## config.mk

```make
export PLATFORM = sky130hd
export DESIGN_NAME = cia6526
export DESIGN_NICKNAME = d
export VERILOG_FILES = /design/src/rtl/cia6526_pkg.sv /design/src/rtl/cia_timer.sv /design/src/rtl/cia6526.sv
export SDC_FILE = /design/constraint.sdc
export NUM_CORES = 1
export LEC_CHECK = 0
export ABC_AREA = 1
export CELL_PAD_IN_SITES_DETAIL_PLACEMENT = 0
export CELL_PAD_IN_SITES_GLOBAL_PLACEMENT = 1
export CORE_UTILIZATION = 42
export CTS_BUF_LIST = sky130_fd_sc_hd__clkbuf_8
export CTS_CLUSTER_DIAMETER = 120
export DETAILED_ROUTE_END_ITERATION = 12
export PLACE_DENSITY = 0.87
export SLEW_MARGIN = 20
export SYNTH_ARGS = -nofsm -noshare
export SYNTH_HDL_FRONTEND = slang
export SYNTH_SLANG_ARGS = --single-unit
```

## constraint.sdc

```tcl
create_clock -name clk -period 2 [get_ports clk]
set_input_delay 0.2 -clock clk [delete_from_list [all_inputs] [get_ports clk]]
set_output_delay 0.2 -clock clk [all_outputs]
set_load 0.005 [all_outputs]
```

## src/rtl/cia6526_pkg.sv

```systemverilog
// cia6526_pkg
//   Shared constants for the 6526 CIA model: register offsets, control
//   register bit positions, ICR bit positions, timer B count-source
//   encoding and the port read helper.
package cia6526_pkg;

    localparam logic [3:0] REG_PRA   = 4'h0;
    localparam logic [3:0] REG_PRB   = 4'h1;
    localparam logic [3:0] REG_DDRA  = 4'h2;
    localparam logic [3:0] REG_DDRB  = 4'h3;
    localparam logic [3:0] REG_TA_LO = 4'h4;
    localparam logic [3:0] REG_TA_HI = 4'h5;
    localparam logic [3:0] REG_TB_LO = 4'h6;
    localparam logic [3:0] REG_TB_HI = 4'h7;
    localparam logic [3:0] REG_ICR   = 4'hD;
    localparam logic [3:0] REG_CRA   = 4'hE;
    localparam logic [3:0] REG_CRB   = 4'hF;

    localparam int CR_START   = 0;
    localparam int CR_RUNMODE = 3;
    localparam int CR_LOAD    = 4;
    localparam int CR_INMODE  = 5;

    localparam int ICR_TA  = 0;
    localparam int ICR_TB  = 1;
    localparam int ICR_FLG = 4;
    localparam int ICR_SET = 7;

    typedef enum logic [1:0] {
        TB_SRC_PHI2   = 2'b00,
        TB_SRC_CNT    = 2'b01,
        TB_SRC_TA     = 2'b10,
        TB_SRC_TA_CNT = 2'b11
    } tb_src_e;

    // Output bits show the register, input bits show the pin.
    function automatic logic [7:0] port_read(input logic [7:0] pr,
                                             input logic [7:0] ddr,
                                             input logic [7:0] pins);
        return (pr & ddr) | (pins & ~ddr);
    endfunction

endpackage

```

## src/rtl/cia_timer.sv

```systemverilog
// cia_timer
//   One 16-bit CIA interval timer: latch, counter, control register and
//   reload/underflow logic.
//   Ports: clk/reset, i_count_en (count source qualifier), i_wr_lo/i_wr_hi/
//   i_wr_cr (already gated write strobes), i_data (write data),
//   o_count (live counter), o_cr (control register readback),
//   o_underflow (high in the cycle whose edge underflows).
module cia_timer
    import cia6526_pkg::*;
#(
    parameter logic [15:0] LATCH_RESET = 16'hFFFF
) (
    input  logic        clk,
    input  logic        reset,
    input  logic        i_count_en,
    input  logic        i_wr_lo,
    input  logic        i_wr_hi,
    input  logic        i_wr_cr,
    input  logic [7:0]  i_data,
    output logic [15:0] o_count,
    output logic [7:0]  o_cr,
    output logic        o_underflow
);

    logic [15:0] r_latch;
    logic [15:0] r_count;
    logic [7:0]  r_cr;
    logic        w_force;
    logic        w_counting;
    logic [7:0]  w_cr_next;

    assign w_force    = i_wr_cr & i_data[CR_LOAD];
    assign w_counting = r_cr[CR_START] & i_count_en;
    // A force load on the same edge reloads anyway, so no underflow is reported.
    assign o_underflow = w_counting & (r_count == 16'h0000) & ~w_force;
    assign o_count     = r_count;
    assign o_cr        = r_cr;

    // FORCE LOAD is a strobe and is never stored.
    always_comb begin
        w_cr_next          = i_data;
        w_cr_next[CR_LOAD] = 1'b0;
    end

    always_ff @(posedge clk) begin
        if (reset) begin
            r_latch <= LATCH_RESET;
            r_count <= 16'h0000;
            r_cr    <= 8'h00;
        end else begin
            if (i_wr_lo) r_latch[7:0]  <= i_data;
            if (i_wr_hi) r_latch[15:8] <= i_data;

            if (w_force)
                r_count <= r_latch;
            else if (i_wr_hi && !r_cr[CR_START])
                r_count <= {i_data, r_latch[7:0]};
            else if (w_counting)
                r_count <= (r_count == 16'h0000) ? r_latch : r_count - 16'd1;

            if (i_wr_cr)
                r_cr <= w_cr_next;
            else if (o_underflow && r_cr[CR_RUNMODE])
                r_cr[CR_START] <= 1'b0;
        end
    end

endmodule

```

## src/rtl/cia6526.sv

```systemverilog
// cia6526
//   Cycle-based MOS 6526 CIA: two I/O ports, timers A/B, interrupt control.
//   Ports: clk/reset (sync, active high), bus_en/cs/addr/we/data_i (CPU bus,
//   side effects only when cs & bus_en), data_o (combinational read data),
//   irq (active-high, registered), pa_i/pb_i and pa_o/pb_o (port pins,
//   undriven bits pulled up), flag_n (falling-edge interrupt input).
module cia6526
    import cia6526_pkg::*;
#(
    parameter logic [15:0] LATCH_RESET = 16'hFFFF
) (
    input  logic       clk,
    input  logic       reset,
    input  logic       bus_en,
    input  logic       cs,
    input  logic [3:0] addr,
    input  logic       we,
    input  logic [7:0] data_i,
    output logic [7:0] data_o,
    output logic       irq,
    input  logic [7:0] pa_i,
    input  logic [7:0] pb_i,
    output logic [7:0] pa_o,
    output logic [7:0] pb_o,
    input  logic       flag_n
);

    logic [7:0]  r_pra, r_prb, r_ddra, r_ddrb;
    logic [4:0]  r_mask;
    logic [4:0]  r_flags;
    logic        r_irq;
    logic        r_flag_q;

    logic        w_wr, w_rd, w_icr_rd, w_flag_fall;
    logic        w_ta_cnt_en, w_tb_cnt_en, w_ta_uf, w_tb_uf;
    logic [15:0] w_ta_count, w_tb_count;
    logic [7:0]  w_cra, w_crb;
    logic [4:0]  w_flag_set;

    assign w_wr        = cs & bus_en & we;
    assign w_rd        = cs & bus_en & ~we;
    assign w_icr_rd    = w_rd & (addr == REG_ICR);
    assign w_flag_fall = r_flag_q & ~flag_n;

    assign w_ta_cnt_en = ~w_cra[CR_INMODE];

    always_comb begin
        w_tb_cnt_en = 1'b0;
        case (tb_src_e'(w_crb[CR_INMODE+1:CR_INMODE]))
            TB_SRC_PHI2: w_tb_cnt_en = 1'b1;
            TB_SRC_TA:   w_tb_cnt_en = w_ta_uf;
            default:     w_tb_cnt_en = 1'b0;
        endcase
    end

    cia_timer #(.LATCH_RESET(LATCH_RESET)) u_ta (
        .clk        (clk),
        .reset      (reset),
        .i_count_en (w_ta_cnt_en),
        .i_wr_lo    (w_wr && addr == REG_TA_LO),
        .i_wr_hi    (w_wr && addr == REG_TA_HI),
        .i_wr_cr    (w_wr && addr == REG_CRA),
        .i_data     (data_i),
        .o_count    (w_ta_count),
        .o_cr       (w_cra),
        .o_underflow(w_ta_uf)
    );

    cia_timer #(.LATCH_RESET(LATCH_RESET)) u_tb (
        .clk        (clk),
        .reset      (reset),
        .i_count_en (w_tb_cnt_en),
        .i_wr_lo    (w_wr && addr == REG_TB_LO),
        .i_wr_hi    (w_wr && addr == REG_TB_HI),
        .i_wr_cr    (w_wr && addr == REG_CRB),
        .i_data     (data_i),
        .o_count    (w_tb_count),
        .o_cr       (w_crb),
        .o_underflow(w_tb_uf)
    );

    always_comb begin
        w_flag_set          = 5'b00000;
        w_flag_set[ICR_TA]  = w_ta_uf;
        w_flag_set[ICR_TB]  = w_tb_uf;
        w_flag_set[ICR_FLG] = w_flag_fall;
    end

    always_ff @(posedge clk) begin
        if (reset) begin
            r_pra    <= 8'h00;
            r_prb    <= 8'h00;
            r_ddra   <= 8'h00;
            r_ddrb   <= 8'h00;
            r_mask   <= 5'b00000;
            r_flags  <= 5'b00000;
            r_irq    <= 1'b0;
            r_flag_q <= 1'b1;
        end else begin
            r_flag_q <= flag_n;
            if (w_wr) begin
                case (addr)
                    REG_PRA:  r_pra  <= data_i;
                    REG_PRB:  r_prb  <= data_i;
                    REG_DDRA: r_ddra <= data_i;
                    REG_DDRB: r_ddrb <= data_i;
                    REG_ICR:  r_mask <= data_i[ICR_SET] ? (r_mask | data_i[4:0])
                                                        : (r_mask & ~data_i[4:0]);
                    default:  ;
                endcase
            end
            // New flags from this edge survive a read-clear on the same edge.
            r_flags <= (w_icr_rd ? 5'b00000 : r_flags) | w_flag_set;
            r_irq   <= w_icr_rd ? 1'b0 : (r_irq | (|(r_flags & r_mask)));
        end
    end

    always_comb begin
        data_o = 8'h00;
        case (addr)
            REG_PRA:   data_o = port_read(r_pra, r_ddra, pa_i);
            REG_PRB:   data_o = port_read(r_prb, r_ddrb, pb_i);
            REG_DDRA:  data_o = r_ddra;
            REG_DDRB:  data_o = r_ddrb;
            REG_TA_LO: data_o = w_ta_count[7:0];
            REG_TA_HI: data_o = w_ta_count[15:8];
            REG_TB_LO: data_o = w_tb_count[7:0];
            REG_TB_HI: data_o = w_tb_count[15:8];
            REG_ICR:   data_o = {r_irq, 2'b00, r_flags};
            REG_CRA:   data_o = w_cra;
            REG_CRB:   data_o = w_crb;
            default:   data_o = 8'h00;
        endcase
    end

    assign pa_o = r_pra | ~r_ddra;
    assign pb_o = r_prb | ~r_ddrb;
    assign irq  = r_irq;

endmodule

```

Word-level counts from Yosys, hierarchy flattened --
Cells that the tools add are included.
Word-level totals: register bits 122, latch bits 0, RAM bits 0, memory bits (read-only) 0, output and inout port bits 25, memories 0
Cells by class: add/sub/neg operators 2, $mul 0, divide/modulo/power cells 0, order comparisons 0, eq/ne operators 11, shift-type cells 0, mux-type cells 16, bitwise gates (word level) 34, reductions and logical operators 27
Operator list (count):
- two-way mux 16 bit | 8
- case mux 8 bit (11 select lines) | 1
- bitwise AND 8 bit | 4
- logical NOT 16 bit | 2
- OR 8 bit | 4
- subtractor 16 x 1 -> 16 bit, second input constant | 2
- == test 4 x 3 -> 1 bit, second input constant | 4
- NOT 8 bit | 2
- bitwise AND 1 bit | 13
- == test 4 bit, second input constant | 3
- bitwise AND 5 bit | 2
- logical AND 1 bit | 10
- two-way mux 5 bit | 2
- OR 5 bit | 2
- AND reduction 2 bit | 5
- == test 4 x 2 -> 1 bit, second input constant | 2
- nonzero test 3 bit | 2
- NOT 1 bit | 5
- NOT 5 bit | 1
- OR reduction 5 bit | 1
- == test 4 x 1 -> 1 bit, second input constant | 1
- logical NOT 4 bit | 1
- two-way mux 1 bit | 4
- nonzero test 2 bit | 2
- 6 further kinds | 7

Longest topological paths before layout --
word-level depth 13, depth in mapped cells 14, gate-level depth less buffers 13

Hierarchy --
A second synthesis with hierarchy kept.
Unflattened totals: cell total of the unflattened synthesis 1135, area total of the unflattened synthesis 6996.7 um^2
By module, submodules not included:
- cia_timer | times used 2, cells each 345, area an instance 2223.4 um^2, sequential area each 780.7 um^2
- cia6526 | times used 1, cells each 445, area an instance 2549.9 um^2, sequential area each 800.8 um^2

Worst setup path before layout --
Ideal clock, no wire load.
kind reg-to-reg, start point register u_ta.r_count[0], in the netlist u_ta.o_count[0], end point register u_tb.r_count[7], in the netlist u_tb.o_count[7], setup time 0.112 ns, arrival 1.548 ns, data required time 1.888 ns, setup slack 0.341 ns, cell stages (with the launch flop) 15, path buffers 1, clock period less this slack 1.659 ns, cells stage by stage dfxtp_1 inv_1 ha_1 inv_1 nor2_1 nand2_1 nor2_1 nand4_2 nand2_2 nand2_4 nand2_4 inv_2 buf_6 nor2_1 nor2_1
Between the ends: word-level cells in the longest chain between the ends 6
Ends and longest elaborated chain:
- start, declared | line cia_timer.sv:26 | logic [15:0] r_count;
- start signal, assigned | line cia_timer.sv:55 | r_count <= r_latch;
- start signal, assigned | line cia_timer.sv:57 | r_count <= {i_data, r_latch[7:0]};
- start signal, assigned | line cia_timer.sv:59 | r_count <= (r_count == 16'h0000) ? r_latch : r_count - 16'd1;
- logical NOT 16 bit | line cia_timer.sv:35 | assign o_underflow = w_counting & (r_count == 16'h0000) & ~w_force;
- bitwise AND 1 bit (2 in a row) | line cia_timer.sv:35
- case mux 1 bit (2 select lines) | line cia6526.sv:49 | case (tb_src_e'(w_crb[CR_INMODE+1:CR_INMODE]))
- bitwise AND 1 bit | line cia_timer.sv:33 | assign w_counting = r_cr[CR_START] & i_count_en;
- nonzero test 3 bit (no source line)
- end signal, assigned | line cia_timer.sv:55
- end signal, assigned | line cia_timer.sv:57
- end signal, assigned | line cia_timer.sv:59
- end, declared | line cia_timer.sv:26
No other way between the ends. A chain may end at the register's enable or synchronous reset.

Worst setup path after layout --
start point register r_ddrb[3], end point output data_o[3]
Between the ends: word-level cells in the longest chain between the ends 4, elaborated cells on any way between the ends 5, classes of those cells 1 x mux; 4 x bitwise
Ends and longest elaborated chain:
- start, declared | line cia6526.sv:28 | logic [7:0] r_pra, r_prb, r_ddra, r_ddrb;
- start signal, assigned | line cia6526.sv:106 | REG_DDRB: r_ddrb <= data_i;
- NOT 8 bit | line cia6526_pkg.sv:40 | return (pr & ddr) | (pins & ~ddr);
- bitwise AND 8 bit | line cia6526_pkg.sv:40
- OR 8 bit | line cia6526_pkg.sv:40
- case mux 8 bit (11 select lines) (*) | line cia6526.sv:120 | case (addr)
- end, declared | line cia6526.sv:19 | output logic [7:0] data_o,
Mark *: on every way between the ends. The rest lies on a longest branch, timed or not.

==> flow_metrics.py <==
metrics = {
    "global_routing": {
        "grt_pass1_vias": 6226,
        "grt_max_degree": 39,
        "grt_pass1_wl_um": 34300,
        "antenna_found_initial": 0,
        "grt_remaining_overflow": 0,
        "grt_util_all_layers_pct": 28.5,
    },
    "die": {
        "io-pin-count": 59,
        "fp.dieW_um": 126,
        "die_area_um2": 15800,
        "start_util_pct": 43.6,
        "die_y_um": 126,
        "fp.coreArea_um2": 14700,
        "row_count": 44,
    },
    "yosys": {
        "synth_top_area_share_pct": 36.9,
        "syn_inst": 976,
        "yosysUniqueCellTypes": 39,
        "ys_seq_elements": 118,
        "yosysWarnings": 0,
        "synth.avg_cell_area_um2": 6.57,
        "synth.area.top_cells": "dfxtp_1 (37%), nand2_1 (12%), nor2_1 (8.3%), o21ai_0 (7.1%), inv_1 (6.6%)",
        "ys_seq_area_share_pct": 36.9,
        "synth_area_um2": 6410,
        "syn-num-nets": 1014,
        "synth_top_area_cell": "dfxtp_1",
    },
    "critical_path": {
        "reg2reg_to": "u_tb.o_count[12]",
        "endpoint_kind": "output pin",
        "reg2reg_slack_ns": 0.18,
        "cp_data_arrival_time_ns": 1.74,
        "rr_worst_depth": 13,
        "startpoint_type": "register",
        "criticalPathCategory": "reg2out",
        "worstPathRequired_ns": 1.80,
        "cp_max_fo": 3,
        "worstReg2RegStart": "u_ta.o_count[1]",
    },
    "clock_network": {
        "root_buffer": "clkbuf_8",
        "clk_path_buf_depth": 2,
        "cts_tree": "built",
        "numCtsBuffers": 17,
        "htree_levels": 4,
        "path_clk_slew_ns": 0.08,
        "numClockSinks": 118,
        "clkLatencyLatePin_ns": 0.46,
    },
    "status": {
        "status": "finished, final reports clean",
    },
    "drt": {
        "routed-via-count": 6783,
        "viasPerCell": 5.17,
        "detail_route.wl_per_cell_um": 16.4,
        "drtIter0Drc": 661,
        "ant_nets": 0,
        "drc": 0,
        "firstDrtPassIters": 5,
        "drt-total-wl_um": 21500,
    },
    "placement": {
        "place.gp.congestion": 0.930,
        "post-place-cells": 1272,
        "place_ws_ns": -0.548,
        "dpl.hpwl_um": 16200,
        "io_buffers": 58,
    },
    "final_layout": {
        "final_cell_mix": "nand2_1 (202), nor2_1 (137), dfxtp_1 (109)",
        "area_growth_pct": 29.0,
        "finalCoreUtilization_pct": 56.2,
        "finalNetCount": 1152,
        "instances_no_fill": 1311,
        "drive_above_1_share_pct": 18.5,
        "final_common_cell": "nand2_1",
        "diodes": 0,
    },
    "sta": {
        "hold_viol_final": 0,
        "setup_viol": 0,
        "max_freq_mhz": 516,
        "period_needed_ns": 1.94,
        "fin_tns_setup_ns": 0,
        "worst_pin_slew_ns": 0.497,
        "hold_slack_ns": 0.318,
        "slew_violations": 0,
        "timing.final.ws_setup_ns": 0.0612,
        "slew_headroom_pct": 66.8,
        "skew_ns": 0.00964,
        "rsz0062_at_grt": "yes",
        "fin_crit_sh_pct": 96.9,
    },
    "pwr": {
        "power.share.switching_pct": 31.8,
        "power_density_nw_per_um2": 666,
        "pwr-share-clk_pct": 39.2,
        "seqPwrFrac_pct": 43.6,
        "p_int_w": 0.00375,
        "p_leak_nw": 3.94,
        "p_sw_w": 0.00175,
        "worst_ir_drop_vdd_mv": 0.478,
        "pwr-share-comb_pct": 17.2,
    },
    "worst_hold_path": {
        "hold_depth": 3,
        "hold_path_end": "r_flag_q",
        "min_path_type": "in2reg",
        "hold_start": "flag_n",
    },
    "job": {
        "drv_cap": 0,
    },
}
## routing by layer
layer | vias up | GRT usage, % | part of all wire (%)
li1 | 3491 | - | -
met1 | 3058 | 40.5 | 49
met2 | 199 | 42.4 | 43
met3 | 35 | 5.31 | 5.7
met4 | 0 | 10.9 | 2.6
met5 | - | 0 | 0
## through the flow
step | cell area (um^2) | power [W]
2_1_floorplan | 6410 | 0.00299
3_3_place_gp | 7770 | 0.00338
3_5_place_dp | 7770 | 0.00338
4_1_cts | 8230 | 0.00552
5_1_grt | 8260 | 0.00575
6_report | 8260 | 0.00550
## final cells by class
class,instances,area (um^2)
clock buffer,17,234
clock inverter,15,145
fill,1473,6430
inverter,123,464
multi-input combinational,705,3530
sequential,118,2380
tap,184,230
timing repair buffer,149,1280
## state kept, by name, summed over array words and instances, names as in the netlist, named ones only
register,count
r_flags,3
r_ddrb,8
u_tb.o_count,16
r_prb,8
u_tb.r_latch,16
u_ta.o_count,16
r_ddra,8
u_ta.r_latch,16
u_tb.o_cr,7
r_pra,8
irq,1
u_ta.o_cr,7
r_flag_q,1
## logic make-up after synthesis
kind of cell / share of synthesized area (%)
AND/OR/NAND/NOR: 30.5
AO/OA/AOI/OAI: 20.7
buffers and inverters: 9.35
flip-flops: 36.9
XOR/XNOR: 1.78
adder cells (fa/ha/maj): 0.781
## worst max-delay path: stages (launching register included)
cell       delay [ns]
dfxtp_2          0.35
inv_1            0.06
or2_2            0.30
o21ai_2          0.08
nor2_1           0.06
a21oi_1          0.12
o2111ai_1        0.14
buf_2            0.17
## power groups by stage
stage	clock, W	sequential, W	combinational, W
6_report	0.00216	0.00240	0.000948
5_1_grt	0.00228	0.00240	0.00107
4_1_cts	0.00219	0.00240	0.000938
3_5_place_dp	0	0.00245	0.000933
3_3_place_gp	0	0.00245	0.000929
2_1_floorplan	0	0.00245	0.000545
## synth_stat cells
cell	n
nand2_1	207
nor2_1	141
dfxtp_1	118
inv_1	113
o21ai_0	91
a21oi_1	70
nand3_1	56
o211ai_1	28
o22ai_1	23
clkbuf_1	20
xor2_1	12
nor3_1	8
buf_2	7
nand2_2	7
nor2_2	7
or2_2	7
a221oi_1	6
nand4_1	6
clkinv_1	5
inv_2	5
o2111ai_1	5
o21ai_1	5
ha_1	4
a21boi_0	3
nor2_4	3
buf_6	2
nand2_4	2
nand3_2	2
nand3_4	2
nor4_1	2
a211oi_1	1
a22o_1	1
a31oi_1	1
clkbuf_2	1
nand3b_1	1
nand3b_2	1
nand4_2	1
or2_0	1
xnor2_1	1
## repair_timing
action / CTS / global route
buffers inserted: 6 / 1
hold buffers: 0 / 0
endpoints found under the setup margin: 8 / 19
cloned: 0 / 0
resized for setup: 55 / 26
pin swaps: 10 / 4
## how the worst max path moves through the flow
stage / startpoint / end / slack, ns / depth (start not counted)
2_1_floorplan: u_ta.o_count[0] / u_tb.o_count[7] / 0.34 / 14
3_3_place_gp: addr[0] / data_o[7] / -0.51 / 10
3_5_place_dp: addr[3] / data_o[7] / -0.55 / 11
4_1_cts: r_ddrb[0] / data_o[0] / -0.007 / 8
5_1_grt: r_ddrb[2] / data_o[2] / -0.001 / 7
6_report: r_ddrb[3] / data_o[3] / 0.06 / 7
(Power assumes the default switching activity.)
